==> config.mk <==
export PLATFORM = sky130hd
export DESIGN_NAME = board_ram_arbiter
export DESIGN_NICKNAME = d
export VERILOG_FILES = /design/src/rtl/board_ram_arbiter.sv
export SDC_FILE = /design/constraint.sdc
export NUM_CORES = 1
export LEC_CHECK = 0
export CORE_ASPECT_RATIO = 0.7
export CORE_MARGIN = 2
export CORE_UTILIZATION = 52
export DETAILED_ROUTE_END_ITERATION = 8
export PLACE_DENSITY = 0.82
export SYNTH_ARGS = -nofsm -noshare
export SYNTH_HDL_FRONTEND = slang
export SYNTH_SLANG_ARGS = --single-unit
==> constraint.sdc <==
create_clock -name Clk -period 8.3 [get_ports Clk]
set_input_delay 1.66 -clock Clk [delete_from_list [all_inputs] [get_ports Clk]]
set_output_delay 1.66 -clock Clk [all_outputs]
set_load 0.01 [all_outputs]
==> src/rtl/board_ram_arbiter.sv <==
// Board RAM arbiter: shares one single-port board RAM between video scan reads,
// a full-board clear sweep and game-logic read/write requests.
module board_ram_arbiter #(
    parameter int COLS = 10,
    parameter int ROWS = 20,
    parameter int CELL = 24,
    parameter int X0   = 100
) (
    input  logic       Clk,
    input  logic       Reset_n,
    input  logic [9:0] DrawX,
    input  logic [9:0] DrawY,
    output logic [2:0] vid_cell,
    input  logic       g_req,
    input  logic       g_we,
    input  logic [4:0] g_row,
    input  logic [3:0] g_col,
    input  logic [2:0] g_wdata,
    output logic       g_gnt,
    output logic       g_rvalid,
    output logic [2:0] g_rdata,
    output logic       g_err,
    input  logic       clr_start,
    output logic       clr_busy,
    output logic [7:0] ram_addr,
    output logic       ram_we,
    output logic [2:0] ram_wdata,
    input  logic [2:0] ram_rdata
);

    localparam int         CELLS     = ROWS * COLS;
    localparam logic [7:0] LAST_ADDR = 8'(CELLS - 1);

    typedef enum logic [1:0] {
        IDLE   = 2'd0,
        CLEAR  = 2'd1,
        RDWAIT = 2'd2
    } state_t;

    state_t     state_q, state_d;
    logic [7:0] sweep_q, sweep_d;
    logic       rd_err_q, rd_err_d;
    logic       vid_slot_q, vid_slot_d;
    logic [2:0] vid_cell_q, vid_cell_d;

    logic       vid_slot;
    logic [7:0] vid_addr;
    logic [7:0] g_addr;
    logic       g_oor;

    // Video reads are issued two pixels ahead of each cell so the latched
    // colour lines up exactly with the cell's first pixel.
    always_comb begin
        vid_slot = 1'b0;
        vid_addr = '0;
        if (DrawY < 10'd480) begin
            for (int k = 0; k < COLS; k++) begin
                if (int'(DrawX) == X0 - 2 + CELL * k) begin
                    vid_slot = 1'b1;
                    vid_addr = 8'((int'(DrawY) / CELL) * COLS + k);
                end
            end
        end
    end

    always_comb begin
        g_addr = 8'(int'(g_row) * COLS + int'(g_col));
        g_oor  = (int'(g_row) >= ROWS) || (int'(g_col) >= COLS);
    end

    always_comb begin
        state_d    = state_q;
        sweep_d    = sweep_q;
        rd_err_d   = rd_err_q;
        vid_slot_d = vid_slot;
        vid_cell_d = vid_slot_q ? ram_rdata : vid_cell_q;
        ram_addr   = vid_slot ? vid_addr : 8'd0;
        ram_we     = 1'b0;
        ram_wdata  = 3'd0;
        g_gnt      = 1'b0;
        g_err      = 1'b0;
        if (Reset_n) begin
            unique case (state_q)
                IDLE: begin
                    if (clr_start) begin
                        state_d = CLEAR;
                        sweep_d = 8'd0;
                    end else if (g_req && !vid_slot) begin
                        g_gnt     = 1'b1;
                        g_err     = g_oor;
                        ram_addr  = g_addr;
                        ram_we    = g_we && !g_oor;
                        ram_wdata = g_wdata;
                        if (!g_we) begin
                            state_d  = RDWAIT;
                            rd_err_d = g_oor;
                        end
                    end
                end
                CLEAR: begin
                    // Sweep only advances on cycles the video path leaves free.
                    if (!vid_slot) begin
                        ram_addr  = sweep_q;
                        ram_we    = 1'b1;
                        ram_wdata = 3'd0;
                        if (sweep_q == LAST_ADDR) begin
                            state_d = IDLE;
                            sweep_d = 8'd0;
                        end else begin
                            sweep_d = sweep_q + 8'd1;
                        end
                    end
                end
                RDWAIT: begin
                    state_d = IDLE;
                end
                default: begin
                    state_d = IDLE;
                end
            endcase
        end
    end

    always_ff @(posedge Clk or negedge Reset_n) begin
        if (!Reset_n) begin
            state_q    <= IDLE;
            sweep_q    <= 8'd0;
            rd_err_q   <= 1'b0;
            vid_slot_q <= 1'b0;
            vid_cell_q <= 3'd0;
        end else begin
            state_q    <= state_d;
            sweep_q    <= sweep_d;
            rd_err_q   <= rd_err_d;
            vid_slot_q <= vid_slot_d;
            vid_cell_q <= vid_cell_d;
        end
    end

    // Read data is passed straight through from the RAM in the wait cycle;
    // out-of-range reads return zero.
    always_comb begin
        vid_cell = vid_cell_q;
        clr_busy = (state_q == CLEAR);
        g_rvalid = (state_q == RDWAIT);
        g_rdata  = (g_rvalid && !rd_err_q) ? ram_rdata : 3'd0;
    end

endmodule

==> results of run 1 <==
-- layout make-up --
cell class	instances	area, µm²
clock buffer	4	45.0
fill	389	1310
inverter	19	73.8
multi-input combinational	306	2210
sequential	15	375
tap	69	86.3
timing repair buffer	84	781
-- through the flow --
| step | TNS, ns | worst slack, ns | cells | total power (W) | utilization (%) |
|---|---|---|---|---|---|
| final | 0 | 0.235 | 497 | 0.000514 | 73.2 |
| after detailed placement | -0.0599 | -0.0599 | 493 | 0.000440 | 71.4 |
| after global placement | 0 | 0.0308 | 493 | 0.000428 | 71.4 |
| after CTS | 0 | 0.0111 | 497 | 0.000503 | 72.6 |
| after floorplan | 0 | 0.765 | 355 | 0.000312 | - |
| after global routing | 0 | 0.0177 | 497 | 0.000557 | 73.2 |
-- registers in the layout (all words and copies together) (netlist names) --
register	count
rd_err_q	1
state_q	2
sweep_q	8
vid_cell	3
vid_slot_q	1
-- cell usage in the layout, fill, tap and decap left out, types with 3 or more instances in the layout --
| master | n |
|---|---|
| xor2_1 | 5 |
| xnor2_1 | 12 |
| clkdlybuf4s50_1 | 56 |
| and3_1 | 8 |
| nand4_1 | 7 |
| nor2_1 | 27 |
| a21o_1 | 12 |
| nor3_1 | 6 |
| o22ai_1 | 3 |
| o211ai_1 | 3 |
| dfrtp_1 | 15 |
| buf_4 | 26 |
| o31ai_1 | 4 |
| clkbuf_8 | 3 |
| nand2_1 | 33 |
| a21oi_1 | 23 |
| a22o_1 | 3 |
| mux2_2 | 7 |
| ha_1 | 23 |
| nand3_1 | 5 |
| mux2i_1 | 4 |
| a22oi_1 | 6 |
| o21ai_0 | 21 |
| inv_1 | 18 |
| fa_1 | 3 |
| nor3b_1 | 4 |
| or2_2 | 4 |
| nor2b_1 | 6 |
| nand2b_1 | 17 |
| and2_1 | 4 |
-- power breakdown --
group          leakage (nW)  internal (W)  switching, W  total [W]
Clock                0.0228     0.0000341     0.0000274  0.0000615
Combinational          1.34      0.000166      0.000185   0.000352
Sequential            0.203     0.0000847     0.0000165   0.000101
Total                  1.56      0.000285      0.000229   0.000514
-- cells by family (layout without fill, tap and decap cells) --
logic type / Yosys count / count (layout) / share of synthesized area (%)
buffers and inverters: 34 / 107 / 5.34
xor gates and xnor gates: 17 / 17 / 5.52
muxes: 13 / 13 / 5.75
adders and majority gates: 26 / 26 / 12.9
AOI/OAI and AO/OA: 107 / 107 / 27.8
and+or+nand+nor: 143 / 143 / 28.8
DFF: 15 / 15 / 13.9
-- final timing paths --
path,to,cells past startpoint
setup / recovery,ram_addr[5],22
hold / removal,vid_cell[2],1
setup reg to reg,rd_err_q,4
hold reg to reg,vid_cell[2],1
max in group asynchronous,sweep_q[1],2
min in group asynchronous,vid_cell[2],2
-- routing by layer --
layer  share of wire, %  up-vias  global-route usage, %
li1                   -     1463                      -
met2                 44      136                   43.3
met5                  0        -                      0
met1                 47     1411                   39.4
met4                1.8        0                   6.73
met3                7.6       18                   3.42
-- worst max-delay path, cell delays in order --
cell             delay (ns)
clkdlybuf4s50_1        0.44
ha_1                   0.34
and2b_4                0.29
mux2i_4                0.27
a211oi_2               0.11
buf_4                  0.15
nand2_1                0.10
a21oi_1                0.08
or4_4                  0.43
a31oi_4                0.16
inv_1                  0.08
ha_1                   0.18
ha_1                   0.20
inv_1                  0.07
fa_1                   0.48
buf_4                  0.18
inv_1                  0.06
a21oi_1                0.04
a311o_1                0.28
o2111ai_1              0.08
a22o_1                 0.19
clkdlybuf4s50_1        0.54
-- what timing repair did --
item / in CTS / in global routing
pin swaps: 0 / 3
gates resized for setup: 2 / 7
setup buffers: 0 / 0
endpoints found under the setup margin: 2 / 2
==> impl_metrics.yaml, run 1 <==
status:
  status: "completed"
power:
  p_leak_nw: 1.56
  vdd_drop_max_mv: 0.0837
  power_density_nw_per_um2: 144
clock_tree:
  hold_buffers: 0
  clkLatencyLatePin_ns: 0.26
  cts-htree-levels: 1
  cts_tree: "done"
  cts_buffers: 3
  cts_sinks: 15
  cts_root_buf: "clkbuf_8"
  cts_buffer_depth: 2
  clk_pin_slew_worst_paths_ns: 0.06
worst_setup_path:
  worstSetupStartpointType: "input pin"
  timing.rr.start: "state_q[0]"
  ff2ff_setup_slack_ns: 6.23
  required_ns: 6.64
  crit_start: "DrawY[9]"
  path_class: "in -> out"
  critPathArrivalTime_ns: 6.40
  end_kind: "output port"
  crit_fanout: 4
layout:
  drive_above_1_share_pct: 13.1
  fin_area_um2: 3580
  antenna_cells: 0
  final_nets: 495
  flow.area_growth_from_synthesis_pct: 32.6
sta:
  clock_skew_ns: 0.00392
  relSlewSlack_pct: 48.8
  hold_viol: 0
  max_clock_freq_mhz: 124
  hold-worst-slack_ns: 0.507
  period_minus_slack_ns: 8.06
  setup_viol: 0
  rsz0062_at_grt: "false"
  worst_pin_slew_ns: 0.763
  finalCritPeriodShare_pct: 97.2
  slew_violations: 0
drt:
  ant_nets: 0
  vias_per_cell: 6.09
  vias: 3028
  drt_iter0_markers: 340
  wl_per_cell_um: 15.8
  drc: 0
  drt_first_pass_iters: 5
  drt_wl_total_mm: 7.83
grt:
  antenna_found_initial: 0
  grt_pass1_vias: 2726
  grt_max_degree: 21
  grt_use_total_pct: 27.2
  grt_first_pass_wirelength_mm: 13.0
  overflow: 0
place:
  dp_hpwl_mm: 6.15
  portBuffers: 58
  gp_congestion: 0.951
  placed_area_um2: 3490
logic_synthesis:
  syn_inst: 355
  post-synth-top-count-cell: "nand2_1"
  yosys-top-cells-area: "dfrtp_1 14%, ha_1 11%, nand2_1 4.6%"
  synth_seq_area_share_pct: 13.9
  ys.flop_type: "dfrtp_1"
  synth_edf_count: 0
  synth_top_cell_area_share_pct: 13.9
  ys_types: 70
  synth_area_leader_cell: "dfrtp_1"
  ys_warn_count: 0
  ys_ff_latch: 15
  syn-cell-area_um2: 2700
  avgSynthCellArea_um2: 7.60
  synthArstFlopShare_pct: 100
  synth_nets: 421
  synth_common_cells: "33 x nand2_1, 27 x nor2_1, 24 x a21oi_1, 23 x ha_1, 22 x o21ai_0"
floorplan:
  start_util_pct: 55.2
  dieArea_um2: 5790
  core_um2: 4890
  boundaryPins: 62
  die_y_um: 64.2
  fp-row-count: 21
  die-width_um: 90.1
min_path:
  hold_path.startpoint: "vid_cell[2]"
  hold_path_class: "reg -> reg"
run:
  drv_cap: 0
Power figures use the tool's default switching activity.
==> inputs of run 2 (changes only) <==
PLACE_DENSITY = 0.89   (was 0.82)
==> run 2 against run 1 <==
  * Die area did not move
  * Clock skew decreased by 0.0028 ns
  * Largest cell class unchanged
  * Sequential power is essentially flat
  * Count of clock-buffer cells in the layout is the same
  * Design area up 0.52%
  * Wire length up 11%
  * Register-to-register slack worse by 0.08 ns
  * Largest power group unchanged
==> impl_metrics.yaml, run 2 (synthesis gave the netlist of run 1 again) <==
grt:
  antenna_found_initial: 0
  overflow: 0
  grt_pass1_vias: 2904
  grt_max_degree: 21
  grt_first_pass_wirelength_mm: 13.9
  grt_use_total_pct: 28.8
power:
  power_density_nw_per_um2: 149
  p_leak_nw: 1.56
  vdd_drop_max_mv: 0.0931
clock_tree:
  cts_sinks: 15
  cts_tree: "done"
  cts_root_buf: "clkbuf_8"
  cts_buffer_depth: 2
  cts-htree-levels: 1
  cts_buffers: 3
  clkLatencyLatePin_ns: 0.25
  clk_pin_slew_worst_paths_ns: 0.06
sta:
  max_clock_freq_mhz: 124
  clock_skew_ns: 0.00108
  slew_violations: 0
  rsz0062_at_grt: "true"
  setup_viol: 0
  setup_ws_ns: 0.207
  tns_ns: 0
  hold_viol: 0
  period_minus_slack_ns: 8.09
  finalCritPeriodShare_pct: 97.5
  worst_pin_slew_ns: 0.921
  relSlewSlack_pct: 38.4
layout:
  flow.area_growth_from_synthesis_pct: 33.3
  stdcell_count: 496
  mostFrequentLayoutCells: "55 x clkdlybuf4s50_1, 33 x nand2_1, 27 x nor2_1"
  fillers: 349
  multi_input_area_um2: 2250
  fin_util_pct: 73.6
  final_nets: 494
  layout_commonest_cell: "clkdlybuf4s50_1"
  largest_reg_flops: 8
  regArea_um2: 375
  drive_above_1_share_pct: 13.6
  top_register: "sweep_q"
  antenna_cells: 0
worst_setup_path:
  worstSetupStartpointType: "input pin"
  critPathArrivalTime_ns: 6.43
  worstPathCellList: "clkdlybuf4s50_1 > ha_1 > and2b_4 > mux2i_4 > buf_4 > nand4b_1 > a21oi_2 > nor4bb_1 > nor3_1 > buf_4 > a31oi_4 > inv_1 > ha_1 > ha_1 > inv_1 > fa_2 > nor2b_4 > and2_1 > a32oi_1 > o21ai_0 > a2111oi_2 > o22ai_1 > dlygate4sd2_1"
  ff2ff_setup_slack_ns: 6.15
  crit_fanout: 5
  timing.rr.start: "state_q[0]"
  r2r.worst_path.cells: 4
  cp_slowest_cell: "fa_2"
  required_ns: 6.64
  cpMostUsedCell: "ha_1"
  path_class: "in -> out"
  cpPeakStageDelay_ns: 0.61
  end_kind: "output port"
  crit_start: "DrawY[9]"
  reg2reg_to: "rd_err_q"
place:
  gp_congestion: 0.906
  dp_slack_ns: -0.197
  portBuffers: 58
  placed_cells: 492
  dp_hpwl_mm: 6.86
min_path:
  hold_path.startpoint: "vid_cell[2]"
  whs_path_depth: 1
  hold_end: "vid_cell[2]"
  hold_path_class: "reg -> reg"
floorplan:
  fp-row-count: 21
  die-width_um: 90.1
  boundaryPins: 62
  start_util_pct: 55.2
  die_y_um: 64.2
  dieArea_um2: 5790
  core_um2: 4890
drt:
  drt_iter0_markers: 380
  vias_per_cell: 6.39
  ant_nets: 0
  drc: 0
  vias: 3167
  drt_wl_total_mm: 8.69
  drt_first_pass_iters: 7
  wl_per_cell_um: 17.5
status:
  status: "completed"
run:
  drv_cap: 0
## run 2: changes by cell type in the layout (fill, tap and decap cells not counted), sizes merged
cell / before / now
buf: 26 / 25
clkdlybuf4s50: 56 / 55
dlymetal6s2s: 2 / 1
dlygate4sd2: 0 / 2
## run 2: timing repair
action / 4_1_cts / 5_1_grt
setup endpoints to repair: 2 / 3
gates resized for setup: 7 / 9
buffers inserted: 0 / 0
gates cloned: 0 / 0
pin swaps: 1 / 1
hold buffers: 0 / 0
hold endpoints to repair: 0 / 0
## run 2: critical path, delay by kind of cell
kind,cells,cell delay (ns)
AO/OA/AOI/OAI,6,1.01
adder cells (fa/ha/maj),4,1.28
buffers and inverters,6,1.21
multiplexers,1,0.28
AND/OR/NAND/NOR,6,0.98
## run 2: cell type report
class	count	area share, %
well taps	69	2.40
inverters	19	2.05
multi-input cells	306	62.5
clock buffers	4	1.25
repair buffers	83	21.4
flip-flops and latches	15	10.4
## run 2: stage by stage
step | instance area, µm² | power [W] | hold WS (ns)
floorplan | 2700 | 0.000312 | 0.487
global placement | 3480 | 0.000423 | 0.490
detailed placement | 3480 | 0.000444 | 0.505
CTS | 3550 | 0.000514 | 0.514
global route | 3590 | 0.000572 | 0.531
finish | 3590 | 0.000537 | 0.507
## run 2: worst max-delay path by stage
stage	to	slack, ns	cells past startpoint
floorplan	ram_addr[6]	0.76	21
global placement	ram_addr[7]	0.004	22
detailed placement	ram_addr[7]	-0.20	24
CTS	ram_addr[5]	0.13	21
global route	ram_addr[6]	-0.09	25
finish	ram_addr[6]	0.21	23
## run 2: power breakdown
part / total, W / internal (W) / switching [W]
clock: 0.0000612 / 0.0000341 / 0.0000271
sequential: 0.000102 / 0.0000846 / 0.0000175
combinational: 0.000374 / 0.000172 / 0.000203
total: 0.000537 / 0.000290 / 0.000247
## run 2: routing by layer
metal  up-vias  part of all wire [%]  track usage, %  wire [µm]
li1       1458                     -               -          -
met1      1459                    42            39.5       3650
met2       215                    46            49.0       4020
met3        35                   9.2            2.71        796
met4         0                   2.5            7.50        219
met5         -                     0               0          0
==> inputs of run 3 (changes only) <==
CORE_ASPECT_RATIO = 0.6   (was 0.7)
==> run 3 against run 2 <==
  * Count of clock-buffer cells in the layout did not move
  * Design area fell by 0.66%
  * First-iteration DRC count fell by 28%
  * Global-route usage fell by 4.0 points
  * Clock skew rose by 0.0044 ns
  * Clock power barely moved
  * Sequential share of layout area rose by 0.070 points
  * Non-clock buffer count fell by 3
  * Combinational power fell by 3%
  * Critical path type unchanged
  * Critical endpoint is now ram_addr[7]
  * Largest power group unchanged
==> impl_metrics.yaml, run 3 (synthesis gave the netlist of run 1 again) <==
worst_setup_path:
  required_ns: 6.64
  ff2ff_setup_slack_ns: 6.09
  crit_family: "simple AND/OR/NAND/NOR gates"
  worstSetupStartpointType: "input pin"
  critPathArrivalTime_ns: 6.39
  cpPeakStageDelay_ns: 0.54
  worstPathCellList: "clkdlybuf4s50_1 > ha_1 > and2b_4 > mux2i_4 > a211oi_4 > mux2i_1 > nor3b_1 > or4_4 > a31oi_4 > inv_1 > ha_1 > ha_1 > inv_1 > fa_2 > nor3b_4 > nand2_1 > xor2_1 > nand2_1 > o221ai_1 > a21oi_1 > o22ai_1 > dlymetal6s2s_1"
  end_kind: "output port"
  cp_slowest_cell: "or4_4"
  timing.rr.start: "sweep_q[0]"
  cpMostUsedCell: "ha_1"
  crit_fanout: 5
  r2r.worst_path.cells: 6
  critical_path_cell_count: 22
  crit_start: "DrawY[9]"
  cp_num_buf_inv: 4
  path_class: "in -> out"
  reg2reg_to: "rd_err_q"
  endpoint: "ram_addr[7]"
power:
  vdd_drop_max_mv: 0.0989
  power_density_nw_per_um2: 147
  p_leak_nw: 1.58
layout:
  fin_area_um2: 3570
  flow.area_growth_from_synthesis_pct: 32.4
  antenna_cells: 0
  fin_util_pct: 71.0
  final_nets: 491
  largest_reg_flops: 8
  multi_input_area_um2: 2240
  mostFrequentLayoutCells: "54 x clkdlybuf4s50_1, 33 x nand2_1, 27 x nor2_1"
  regArea_um2: 375
  fillers: 357
  drive_above_1_share_pct: 12.5
  top_register: "sweep_q"
  layout_commonest_cell: "clkdlybuf4s50_1"
grt:
  grt_pass1_vias: 2619
  overflow: 0
  grt_max_degree: 21
  grt_use_total_pct: 24.7
  antenna_found_initial: 0
  grt_first_pass_wirelength_mm: 12.0
drt:
  wl_met3_um: 565
  dr_wl_met2_mm: 3.24
  wl_met1_mm: 3.78
  vias: 2972
  routed.top_layer: "met4"
  drc: 0
  drt_iter0_markers: 274
  wl_per_cell_um: 15.5
  ant_nets: 0
  drt_wl_total_mm: 7.61
  drt_first_pass_iters: 6
  vias_per_cell: 6.07
floorplan:
  die-width_um: 97.0
  start_util_pct: 53.6
  core_um2: 5030
  die_y_um: 59.8
  fp-row-count: 20
  dieArea_um2: 5800
  boundaryPins: 62
sta:
  max_clock_freq_mhz: 124
  slew_violations: 0
  worst_pin_slew_ns: 0.922
  finalCritPeriodShare_pct: 97.0
  hold_viol: 0
  period_minus_slack_ns: 8.05
  tns_ns: 0
  setup_viol: 0
  clock_skew_ns: 0.00553
  setup_ws_ns: 0.246
  rsz0062_at_grt: "false"
  relSlewSlack_pct: 38.1
status:
  status: "completed"
min_path:
  hold_path.startpoint: "vid_cell[2]"
  hold_path_class: "reg -> reg"
clock_tree:
  cts_tree: "done"
  cts-htree-levels: 1
  cts_buffer_depth: 2
  clk_pin_slew_worst_paths_ns: 0.06
  cts_root_buf: "clkbuf_8"
  post_cts.repair.setup_buffers: 0
  cts_buffers: 3
  clkLatencyLatePin_ns: 0.25
  cts_sinks: 15
  hold_buffers: 0
run:
  drv_cap: 0
place:
  gp_congestion: 0.905
  dp_hpwl_mm: 6.07
  placed_area_um2: 3450
  portBuffers: 58
  dp_slack_ns: -0.125
## run 3: changes by cell type in the layout (fill, tap and decap cells not counted), moves of 2 or more
cell / previous run / this run
dlygate4sd2_1: 2 / 0
buf_4: 25 / 22
dlymetal6s2s_1: 1 / 4
a21oi_1: 22 / 24
a21oi_2: 2 / 0
## run 3: timing repair
item,in CTS,in global routing
pin swaps,0,4
gates resized for setup,3,11
endpoints found under the setup margin,2,3
## run 3: power breakdown
part	internal (W)	total, W	switching (W)
combinational	0.000172	0.000364	0.000192
clock	0.0000341	0.0000611	0.0000271
sequential	0.0000847	0.000101	0.0000164
## run 3: metrics by stage
| step | total power [W] | hold slack, ns | std cells |
|---|---|---|---|
| 2_1_floorplan | 0.000312 | 0.487 | 355 |
| 3_3_place_gp | 0.000426 | 0.489 | 486 |
| 3_5_place_dp | 0.000439 | 0.500 | 486 |
| 4_1_cts | 0.000506 | 0.508 | 490 |
| 5_1_grt | 0.000567 | 0.524 | 490 |
| 6_report | 0.000526 | 0.506 | 490 |
## run 3: layer usage
| metal | track usage [%] | vias to the layer above |
|---|---|---|
| met2 | 36.6 | 125 |
| li1 | - | 1454 |
| met3 | 3.04 | 6 |
| met4 | 2.41 | 0 |
| met1 | 39.4 | 1387 |
| met5 | 0 | - |
## run 3: worst min path at each step
stage / to / cells past startpoint
final: vid_cell[2] / 1
after global routing: vid_cell[2] / 1
after CTS: vid_cell[2] / 1
after detailed placement: vid_cell[2] / 1
after global placement: vid_cell[2] / 1
after floorplan: rd_err_q / 2
## run 3: area by class of cell
cell class,instances,share of cell area [%]
Clock buffer,4,1.26
Inverter,19,2.07
Multi-Input combinational cell,306,62.7
Sequential cell,15,10.5
Tap cell,66,2.31
Timing Repair Buffer,80,21.2
